<file path="config.mk">
export PLATFORM = sky130hd
export DESIGN_NAME = video_timing_gen_flat
export DESIGN_NICKNAME = d
export VERILOG_FILES = /design/src/rtl/video_timing_gen_if.sv /design/src/rtl/video_timing_gen.sv /design/src/flat_wrapper.sv
export SDC_FILE = /design/constraint.sdc
export NUM_CORES = 1
export LEC_CHECK = 0
export CAP_MARGIN = 20
export CORE_UTILIZATION = 28
export DETAILED_ROUTE_END_ITERATION = 16
export SETUP_SLACK_MARGIN = 0.15
export SYNTH_ARGS = -nofsm -noshare
export SYNTH_HDL_FRONTEND = slang
export SYNTH_SLANG_ARGS = --single-unit
export TNS_END_PERCENT = 20
</file>
<file path="constraint.sdc">
create_clock -name clk7_159 -period 2.8 [get_ports clk7_159]
set_input_delay 0.42 -clock clk7_159 [delete_from_list [all_inputs] [get_ports clk7_159]]
set_output_delay 0.42 -clock clk7_159 [all_outputs]
set_load 0.005 [all_outputs]
</file>
<file path="src/rtl/video_timing_gen_if.sv">
// Video timing bundle: enable/lock requests in, counters and decoded strobes out.
// master = the generator, slave = a consumer (motion/mixing logic or a bench).
interface video_timing_gen_if #(
  parameter int unsigned CNT_W = 9
);
  logic             ce;
  logic             frame_lock;
  logic [CNT_W-1:0] hcnt;
  logic [CNT_W-1:0] vcnt;
  logic             hsync;
  logic             vsync;
  logic             csync;
  logic             hblank;
  logic             vblank;
  logic             line_end;
  logic             frame_end;

  modport master (
    input  ce, frame_lock,
    output hcnt, vcnt, hsync, vsync, csync, hblank, vblank, line_end, frame_end
  );

  modport slave (
    output ce, frame_lock,
    input  hcnt, vcnt, hsync, vsync, csync, hblank, vblank, line_end, frame_end
  );
endinterface

</file>
<file path="src/rtl/video_timing_gen.sv">
// Configurable H/V video timing generator with registered sync/blank decodes
// and a genlock-style frame restart applied at the next line boundary.
module video_timing_gen #(
  parameter int unsigned CNT_W       = 9,
  parameter int unsigned H_TOTAL     = 455,
  parameter int unsigned HBLANK_END  = 80,
  parameter int unsigned HSYNC_START = 32,
  parameter int unsigned HSYNC_END   = 64,
  parameter int unsigned V_TOTAL     = 262,
  parameter int unsigned VBLANK_END  = 16,
  parameter int unsigned VSYNC_START = 4,
  parameter int unsigned VSYNC_END   = 8
) (
  input  logic                clk7_159,
  input  logic                hreset,
  video_timing_gen_if.master  vid
);

  localparam logic [CNT_W-1:0] HLast = CNT_W'(H_TOTAL - 1);
  localparam logic [CNT_W-1:0] VLast = CNT_W'(V_TOTAL - 1);
  localparam logic [CNT_W-1:0] One   = CNT_W'(1);

  logic [CNT_W-1:0] hcnt_q, hcnt_d;
  logic [CNT_W-1:0] vcnt_q, vcnt_d;
  logic             lock_q, lock_d;
  logic             hsync_q, hsync_d;
  logic             vsync_q, vsync_d;
  logic             csync_q, csync_d;
  logic             hblank_q, hblank_d;
  logic             vblank_q, vblank_d;
  logic             h_wrap;

  // Half-open [lo, hi) compare done in 32 bits so a bound of 2^CNT_W is not truncated.
  function automatic logic in_range(logic [CNT_W-1:0] c, int unsigned lo, int unsigned hi);
    return (32'(c) >= lo) && (32'(c) < hi);
  endfunction

  assign h_wrap = (hcnt_q == HLast);

  always_comb begin
    hcnt_d = hcnt_q;
    vcnt_d = vcnt_q;
    lock_d = lock_q | vid.frame_lock;
    if (vid.ce) begin
      if (h_wrap) begin
        hcnt_d = '0;
        lock_d = 1'b0;
        if (lock_q || vid.frame_lock || (vcnt_q == VLast)) begin
          vcnt_d = '0;
        end else begin
          vcnt_d = vcnt_q + One;
        end
      end else begin
        hcnt_d = hcnt_q + One;
      end
    end
  end

  // Decodes look at next-state counts so they line up with the registered counters.
  always_comb begin
    hsync_d  = in_range(hcnt_d, HSYNC_START, HSYNC_END);
    vsync_d  = in_range(vcnt_d, VSYNC_START, VSYNC_END);
    csync_d  = hsync_d ^ vsync_d;
    hblank_d = 32'(hcnt_d) < HBLANK_END;
    vblank_d = 32'(vcnt_d) < VBLANK_END;
  end

  always_ff @(posedge clk7_159 or posedge hreset) begin
    if (hreset) begin
      hcnt_q   <= '0;
      vcnt_q   <= '0;
      lock_q   <= 1'b0;
      hsync_q  <= 1'b0;
      vsync_q  <= 1'b0;
      csync_q  <= 1'b0;
      hblank_q <= 1'b1;
      vblank_q <= 1'b1;
    end else begin
      hcnt_q   <= hcnt_d;
      vcnt_q   <= vcnt_d;
      lock_q   <= lock_d;
      hsync_q  <= hsync_d;
      vsync_q  <= vsync_d;
      csync_q  <= csync_d;
      hblank_q <= hblank_d;
      vblank_q <= vblank_d;
    end
  end

  assign vid.hcnt      = hcnt_q;
  assign vid.vcnt      = vcnt_q;
  assign vid.hsync     = hsync_q;
  assign vid.vsync     = vsync_q;
  assign vid.csync     = csync_q;
  assign vid.hblank    = hblank_q;
  assign vid.vblank    = vblank_q;
  // Strobes are data-path enables only; never use them as clocks.
  assign vid.line_end  = vid.ce & h_wrap;
  assign vid.frame_end = vid.ce & h_wrap & (vcnt_q == VLast);

endmodule

</file>
<file path="src/flat_wrapper.sv">
// flat-port wrapper written by rule: the top's interface ports become plain ports
module video_timing_gen_flat 
#(
  parameter int unsigned CNT_W       = 9,
  parameter int unsigned H_TOTAL     = 455,
  parameter int unsigned HBLANK_END  = 80,
  parameter int unsigned HSYNC_START = 32,
  parameter int unsigned HSYNC_END   = 64,
  parameter int unsigned V_TOTAL     = 262,
  parameter int unsigned VBLANK_END  = 16,
  parameter int unsigned VSYNC_START = 4,
  parameter int unsigned VSYNC_END   = 8
)
  (clk7_159, hreset, vid_ce, vid_frame_lock, vid_hcnt, vid_vcnt, vid_hsync, vid_vsync, vid_csync, vid_hblank, vid_vblank, vid_line_end, vid_frame_end);
  video_timing_gen_if #(.CNT_W(CNT_W)) vid_i ();
  input  logic clk7_159;
  input  logic hreset;
  input wire logic [$bits(vid_i.ce)-1:0] vid_ce;
  input wire logic [$bits(vid_i.frame_lock)-1:0] vid_frame_lock;
  output wire logic [$bits(vid_i.hcnt)-1:0] vid_hcnt;
  output wire logic [$bits(vid_i.vcnt)-1:0] vid_vcnt;
  output wire logic [$bits(vid_i.hsync)-1:0] vid_hsync;
  output wire logic [$bits(vid_i.vsync)-1:0] vid_vsync;
  output wire logic [$bits(vid_i.csync)-1:0] vid_csync;
  output wire logic [$bits(vid_i.hblank)-1:0] vid_hblank;
  output wire logic [$bits(vid_i.vblank)-1:0] vid_vblank;
  output wire logic [$bits(vid_i.line_end)-1:0] vid_line_end;
  output wire logic [$bits(vid_i.frame_end)-1:0] vid_frame_end;
  assign vid_i.ce = vid_ce;
  assign vid_i.frame_lock = vid_frame_lock;
  assign vid_hcnt = vid_i.hcnt;
  assign vid_vcnt = vid_i.vcnt;
  assign vid_hsync = vid_i.hsync;
  assign vid_vsync = vid_i.vsync;
  assign vid_csync = vid_i.csync;
  assign vid_hblank = vid_i.hblank;
  assign vid_vblank = vid_i.vblank;
  assign vid_line_end = vid_i.line_end;
  assign vid_frame_end = vid_i.frame_end;
  video_timing_gen #(.CNT_W(CNT_W), .H_TOTAL(H_TOTAL), .HBLANK_END(HBLANK_END), .HSYNC_START(HSYNC_START), .HSYNC_END(HSYNC_END), .V_TOTAL(V_TOTAL), .VBLANK_END(VBLANK_END), .VSYNC_START(VSYNC_START), .VSYNC_END(VSYNC_END)) u_core (.clk7_159(clk7_159), .hreset(hreset), .vid(vid_i));
endmodule
</file>
Word-level counts from Yosys, hierarchy flattened --
Cells that the tools add are included.
Cells by class: add/sub/neg operators 2, $lt $le $gt $ge 6, eq/ne operators 2, mux-type cells 7, bitwise gates (word level) 4, reduce and logical (&&, ||, !) cells 4
Operators by type and width (count):
- $mux W9 | 5
- $add A9 B1 Y9 const B | 2
- $eq A9 B9 Y1 const B | 2
- $lt A9 B7 Y1 const B | 2
- $ge A9 B3 Y1 const B | 1
- $ge A9 B6 Y1 const B | 1
- $lt A9 B4 Y1 const B | 1
- $lt A9 B5 Y1 const B | 1
- $and A1 B1 Y1 | 2
- $logic_and A1 B1 Y1 | 2
- $logic_or A1 B1 Y1 | 2
- $mux W1 | 2
- $or A1 B1 Y1 | 1
- $xor A1 B1 Y1 | 1
Word-level totals: register bits after elaboration 24, bits of input ports 4, output and inout bits 25, logic and storage cells 33

Depth between registers and ports, before layout --
Gate-level depths: netlist of the first run.
depth in word-level cells 8, depth in mapped cells 10, depth with buffers taken out 9

Worst setup path after synthesis of the first run --
No wires, ideal clock.
path type register -> register, start point reg u_core.hcnt_q[3], in the netlist u_core.vid.hcnt[3], end point reg u_core.csync_q, in the netlist u_core.vid.csync, library setup time 79 ps, arrival 2314 ps, data required time 2721 ps, setup slack 407 ps, cell stages (with the launch flop) 8, buffers on the path 1, period minus slack after synthesis 2393 ps, cells stage by stage dfrtp_1 or4b_1 or3_1 or2_1 buf_6 or3_1 a22oi_2 xor2_1
Between the ends: longest elaborated chain between the ends 6, elaborated cells on any way between the ends 13, those cells by class 1 x add/sub; 4 x order compare; 1 x eq/ne; 4 x mux; 1 x bitwise; 2 x reduce/logical
Ends and longest elaborated chain:
- start: declaration | line video_timing_gen.sv:23 | logic [CNT_W-1:0] hcnt_q, hcnt_d;
- start signal: assignment | line video_timing_gen.sv:79 | hcnt_q <= hcnt_d;
- $eq A9 B9 Y1 * | line video_timing_gen.sv:38 | assign h_wrap = (hcnt_q == HLast);
- $mux W9 * | line video_timing_gen.sv:45 | if (h_wrap) begin
- $mux W9 * | line video_timing_gen.sv:44 | if (vid.ce) begin
- $ge A9 B3 Y1 / $lt A9 B4 Y1 (equally long branches) | line video_timing_gen.sv:35 | return (32'(c) >= lo) && (32'(c) < hi);
- $logic_and A1 B1 Y1 * | line video_timing_gen.sv:35
- named net u_core.vsync_d | line video_timing_gen.sv:27 | logic vsync_q, vsync_d;
- $xor A1 B1 Y1 * | line video_timing_gen.sv:63 | csync_d = hsync_d ^ vsync_d;
- named net u_core.csync_d | line video_timing_gen.sv:28 | logic csync_q, csync_d;
- end signal: assignment | line video_timing_gen.sv:84 | csync_q <= csync_d;
- end: declaration | line video_timing_gen.sv:28
Mark *: on every way through the listed nets, which the timed path passes. The rest lies on a longest branch.

Final worst setup path of the first run --
Same ends and word-level chain as after synthesis.

==> impl_metrics.env, run 1 <==
export IMPL_r2r_start="u_core.vid.hcnt[3]"
export IMPL_mostFrequentLayoutCells="clkdlybuf4s50_1, dfrtp_1, nand2_1"
export IMPL_setup_violations=0
export IMPL_rrSetupSlack_ps=360
export IMPL_r2r_end="u_core.vid.csync"
export IMPL_vdd_drop_max_uv=192
export IMPL_ys_warn_count=0
export IMPL_grt_overflow_total=0
export IMPL_synth_top_family_by_area="simple AND/OR/NAND/NOR gates"
export IMPL_ys_seq_area_frac=0.438
export IMPL_worstPathRequired_ps=3000
export IMPL_hold_viol_final=0
export IMPL_pin_count=29
export IMPL_final_period_utilization=0.870
export IMPL_synth_area_mm2=0.00138
export IMPL_dr_pass1_iters=4
export IMPL_crit_path_max_fanout=3
export IMPL_yosys_area_share_simple=0.255
export IMPL_skew_ps=4.45
export IMPL_outcome="completed"
export IMPL_ys_types=42
export IMPL_layout_nets=198
export IMPL_root_buffer="clkbuf_8"
export IMPL_layout_cells_non_filler=256
export IMPL_p_leak_uw=0.000796
export IMPL_ant_nets=0
export IMPL_dp_hpwl_mm=2.23
export IMPL_synth_xor_area_frac=0.0381
export IMPL_slew_viol_final=0
export IMPL_antenna_found_initial=0
export IMPL_ys_async_sr_fraction=1.00
export IMPL_grt_pass1_vias=1142
export IMPL_reg2regPathDepth=7
export IMPL_final_common_cell="clkdlybuf4s50_1"
export IMPL_synth_fa_ha_area_frac=0.0363
export IMPL_cts_tree="done"
export IMPL_cts_sinks=24
export IMPL_clk_latency_ps=270
export IMPL_numPlacedInstances=248
export IMPL_min_period_ps=2440
export IMPL_rows=25
export IMPL_power_density_mw_per_mm2=540
export IMPL_drive_gt1_frac=0.143
export IMPL_cap_viol_max_count=0
export IMPL_area_growth_pct=36.7
export IMPL_die_x_um=72.1
export IMPL_clock_path_buffers=2
export IMPL_clock_fmax_mhz=411
export IMPL_tightest_slew_ps=360
export IMPL_synth_mux_area_frac=0.00817
export IMPL_drt_wl_total_mm=3.17
export IMPL_maxSlewHeadroom=0.757
export IMPL_grt_use_total=0.130
export IMPL_cts_buffers_inserted=3
export IMPL_synth_edf_count=0
export IMPL_syn_nets=161
export IMPL_fin_setup_tns_ps=0
export IMPL_core_area_mm2=0.00472
export IMPL_start_util=0.292
export IMPL_clkTransAtPathRegs_ps=90
export IMPL_grt_start_max_net_pins=25
export IMPL_vias=1252
export IMPL_synth_compound_gate_area_share=0.181
export IMPL_crit_path_end_kind="register"
export IMPL_fill_cells=486
export IMPL_crit_arrival_ps=2630
export IMPL_rsz0062_at_grt="no"
export IMPL_io_buffer_count=28
export IMPL_place_gp_congestion=0.910
export IMPL_worstSetupPathType="reg2reg"
export IMPL_dieArea_mm2=0.00520
export IMPL_drt_iter0_markers=63
export IMPL_holdBufCountCts=0
export IMPL_ys_flop_type="dfrtp_1"
export IMPL_drcViolationCount=0
export IMPL_grt_pass1_wl_mm=5.43
export IMPL_synthCells=153
export IMPL_viasPerCell=4.89
export IMPL_syn_avg_cell_area_um2=9.00
export IMPL_die_height_um=72.1
export IMPL_n_antenna_cell=0
export IMPL_worstSetupStartpointType="register"
export IMPL_hp_class="in2async"
export IMPL_drt_wirelength_per_cell_um=12.4
export IMPL_cts_htree_levels=1
export IMPL_synth_seq_cells=24
==> registers in the layout, indices dropped and copies added (netlist names) <==
register,count
u_core.vid.vcnt,9
u_core.vid.hsync,1
u_core.vid.vsync,1
u_core.vid.vblank,1
u_core.lock_q,1
u_core.vid.csync,1
u_core.vid.hcnt,9
u_core.vid.hblank,1
==> Yosys cell counts, drive strengths merged, types with 2 or more instances <==
cell type	number	area, um^2
a21oi	6	30.0
a31oi	2	12.5
and2	2	12.5
and3	5	31.3
clkbuf	7	26.3
dfrtp	22	551
dfstp	2	52.6
ha	4	50.1
inv	5	18.8
nand2	14	52.6
nand2b	3	18.8
nand3	6	30.0
nand4	4	25.0
nor2	11	41.3
nor2b	3	18.8
nor3	5	25.0
nor4	2	12.5
o21a	3	22.5
o21ai	13	65.1
o31ai	4	30.0
o41ai	2	17.5
or2	2	12.5
or3	2	12.5
or4	3	22.5
xnor2	3	26.3
xor2	3	26.3
==> critical path, stage by stage (launching register included) <==
cell and delay, ps:
dfrtp_1 390, or4b_4 540, or3_4 350, buf_4 150
or2_1 230, or3_1 360, a22oi_2 190, xor2_1 150
==> cell families (layout without fill, tap and decap cells) <==
kind of cell / count (synthesis) / after routing
simple gates: 66 / 66
buf+inv: 14 / 50
xor+xnor: 6 / 6
fa+ha+maj: 4 / 4
flops: 24 / 24
mux: 1 / 1
compound gates: 38 / 38
==> metal layers <==
metal | vias up | part of all wire | track usage
li1 | 635 | - | -
met4 | 0 | 0.015 | 0.0566
met5 | - | 0 | 0
met2 | 23 | 0.46 | 0.198
met3 | 4 | 0.027 | 0.0125
met1 | 590 | 0.49 | 0.186
==> where the power goes <==
part / switching (uW) / leakage, uW / internal [uW]
logic: 113 / 0.000462 / 168
registers: 41.6 / 0.000299 / 388
clock network: 116 / 0.0000357 / 191
total: 271 / 0.000796 / 747
==> stage by stage <==
stage	utilization	setup WS, ps	instance area [um^2]	hold WS (ps)	total power (uW)
6_report	0.399	364	1880	485	1020
5_1_grt	0.399	251	1880	528	1080
4_1_cts	0.396	89.3	1870	495	1010
2_1_floorplan	-	407	1380	433	553
3_5_place_dp	0.374	212	1760	475	668
3_3_place_gp	0.374	217	1760	466	667
==> how the worst max path moves through the flow <==
stage,from,endpoint,slack (ps),cells past startpoint
3_3_place_gp,vid_ce,vid_frame_end,220,5
5_1_grt,u_core.vid.hcnt[3],u_core.vid.csync,250,7
4_1_cts,u_core.vid.hcnt[3],vid_line_end,90,5
3_5_place_dp,vid_ce,vid_frame_end,210,5
2_1_floorplan,u_core.vid.hcnt[3],u_core.vid.csync,410,7
6_report,u_core.vid.hcnt[3],u_core.vid.csync,360,7
==> what timing repair did <==
action,in CTS,in global routing
setup endpoints to repair,2,1
setup buffers,3,1
resized for setup,5,2
==> final cells by class <==
type	count	area, um^2	share of cell area
tap	67	83.8	0.0445
sequential	24	606	0.322
multi-input combinational	115	728	0.387
inverter	6	22.5	0.0120
clock buffer	3	41.3	0.0219
timing repair buffer	40	372	0.197
clock inverter	1	30.0	0.0159
No activity file was read; power rests on OpenSTA's default activity.
==> run 2: changes to the inputs <==
CORE_ASPECT_RATIO = 1.4   (was unset)
PLACE_DENSITY = 0.59   (was unset)
==> run 2 against run 1 <==
Net effect: non-clock buffer count unchanged; final cell count decreased by 2.0%; wire length increased by 10%; maximum frequency decreased by 3.7%; count of clock-buffer cells in the layout unchanged; via count increased by 3.8%; power decreased by 0.17%.
==> impl_metrics.env, run 2 (same netlist as run 1, synthesis figures left out) <==
export IMPL_core_area_mm2=0.00464
export IMPL_power_density_mw_per_mm2=542
export IMPL_cap_viol_max_count=0
export IMPL_dr_pass1_iters=5
export IMPL_cp_cell_sequence="or4b_4, or3_4, nor3_1, dlygate4sd2_1"
export IMPL_n_antenna_cell=0
export IMPL_pin_count=29
export IMPL_critPathSlowestCell="or4b_4"
export IMPL_die_x_um=61.3
export IMPL_hold_viol_final=0
export IMPL_multi_input_area_um2=723
export IMPL_grt_use_total=0.147
export IMPL_maxSlewHeadroom=0.724
export IMPL_slew_viol_final=0
export IMPL_antenna_found_initial=0
export IMPL_drt_wl_total_mm=3.49
export IMPL_cts_tree="done"
export IMPL_tightest_slew_ps=409
export IMPL_hp_class="in2async"
export IMPL_regArea_um2=604
export IMPL_clk_latency_ps=270
export IMPL_crit_path_end_kind="output port"
export IMPL_final_period_utilization=0.903
export IMPL_mostFrequentLayoutCells="clkdlybuf4s50_1, dfrtp_1, nand2_1"
export IMPL_grt_overflow_total=0
export IMPL_dieArea_mm2=0.00521
export IMPL_crit_arrival_ps=2110
export IMPL_worstSetupStartpointType="register"
export IMPL_drcViolationCount=0
export IMPL_vias=1300
export IMPL_numPlacedInstances=245
export IMPL_final_common_cell="clkdlybuf4s50_1"
export IMPL_p_leak_uw=0.000797
export IMPL_start_util=0.297
export IMPL_root_buffer="clkbuf_8"
export IMPL_clock_path_buffers=2
export IMPL_viasPerCell=5.18
export IMPL_rsz0062_at_grt="no"
export IMPL_worstPathRequired_ps=2380
export IMPL_cts_htree_levels=1
export IMPL_setup_violations=0
export IMPL_fin_setup_tns_ps=0
export IMPL_slowest_delay_ps=540
export IMPL_cts_buffers_inserted=3
export IMPL_worstSetupPathType="reg2out"
export IMPL_drt_iter0_markers=17
export IMPL_area_growth_pct=36.1
export IMPL_die_height_um=85.0
export IMPL_r2r_end="u_core.vid.csync"
export IMPL_layout_cells_non_filler=251
export IMPL_p_total_uw=1020
export IMPL_outcome="completed"
export IMPL_r2r_start="u_core.vid.hcnt[3]"
export IMPL_place_gp_congestion=0.839
export IMPL_rrSetupSlack_ps=380
export IMPL_drive_gt1_frac=0.138
export IMPL_clock_fmax_mhz=395
export IMPL_crit_path_max_fanout=6
export IMPL_grt_start_max_net_pins=25
export IMPL_grt_pass1_vias=1260
export IMPL_rows=29
export IMPL_cts_sinks=24
export IMPL_clkTransAtPathRegs_ps=90
export IMPL_reg2regPathDepth=7
export IMPL_grt_pass1_wl_mm=5.84
export IMPL_layout_nets=198
export IMPL_drt_wirelength_per_cell_um=13.9
export IMPL_vdd_drop_max_uv=457
export IMPL_io_buffer_count=28
export IMPL_fill_cells=501
export IMPL_dp_hpwl_mm=2.52
export IMPL_ant_nets=0
export IMPL_min_period_ps=2530
export IMPL_skew_ps=4.34
## run 2: cell types whose count changed in the layout (fill, tap and decap cells not counted)
cell | before | now
clkinvlp_4 | 0 | 1
nor3_1 | 4 | 5
nor3_2 | 1 | 0
dfrtp_2 | 2 | 1
dfrtp_1 | 20 | 21
clkinv_1 | 1 | 0
## run 2: layer usage
layer	routed length (um)	vias to the layer above	track usage
met1	1440	626	0.184
met4	80	0	0.0579
met2	1830	36	0.250
met5	0	-	0
li1	-	630	-
met3	147	8	0.0183
## run 2: critical path, delay by kind of cell (launching register included)
family                 cells  cell delay, ps
buffers and inverters      1             260
flip-flops                 1             390
AND/OR/NAND/NOR            3            1180
## run 2: how the worst max path moves through the flow
stage | endpoint | slack [ps] | from | cells after the start
final | vid_frame_end | 270 | u_core.vid.hcnt[3] | 4
after global routing | vid_frame_end | 160 | u_core.vid.hcnt[3] | 4
after CTS | vid_line_end | 130 | u_core.vid.hcnt[3] | 4
after detailed placement | vid_frame_end | 190 | vid_ce | 5
after global placement | vid_frame_end | 200 | vid_ce | 5
after floorplan | u_core.vid.csync | 410 | u_core.vid.hcnt[3] | 7
## run 2: final cells by class
class | count | area share
multi-input cells | 115 | 0.386
flip-flops and latches | 24 | 0.322
repair buffers | 40 | 0.198
well taps | 62 | 0.0414
clock buffers | 3 | 0.0220
clock inverters | 1 | 0.0160
inverters | 6 | 0.0140
## run 2: power breakdown
group	leakage [uW]	total, uW	internal (uW)	switching (uW)
Combinational	0.000461	277	161	116
Clock	0.0000357	310	191	119
Sequential	0.000300	429	387	42.7
## run 2: repair_timing
action / 4_1_cts / 5_1_grt
endpoints found under the setup margin: 2 / 1
hold buffers: 0 / 0
buffers inserted: 1 / 1
pin swaps: 0 / 1
resized for setup: 3 / 3
## run 2: through the flow
step / worst slack (ps) / area, um^2 / utilization / hold slack (ps)
CTS: 127 / 1860 / 0.400 / 509
detailed placement: 186 / 1770 / 0.382 / 488
floorplan: 407 / 1380 / - / 433
finish: 270 / 1870 / 0.404 / 484
global placement: 199 / 1770 / 0.382 / 465
global route: 160 / 1870 / 0.404 / 545
==> run 3: changes to the inputs <==
CTS_CLUSTER_SIZE = 10   (was unset)
==> results of run 3 <==
Same layout as run 2: the final DEF is identical, and so are final timing and power.
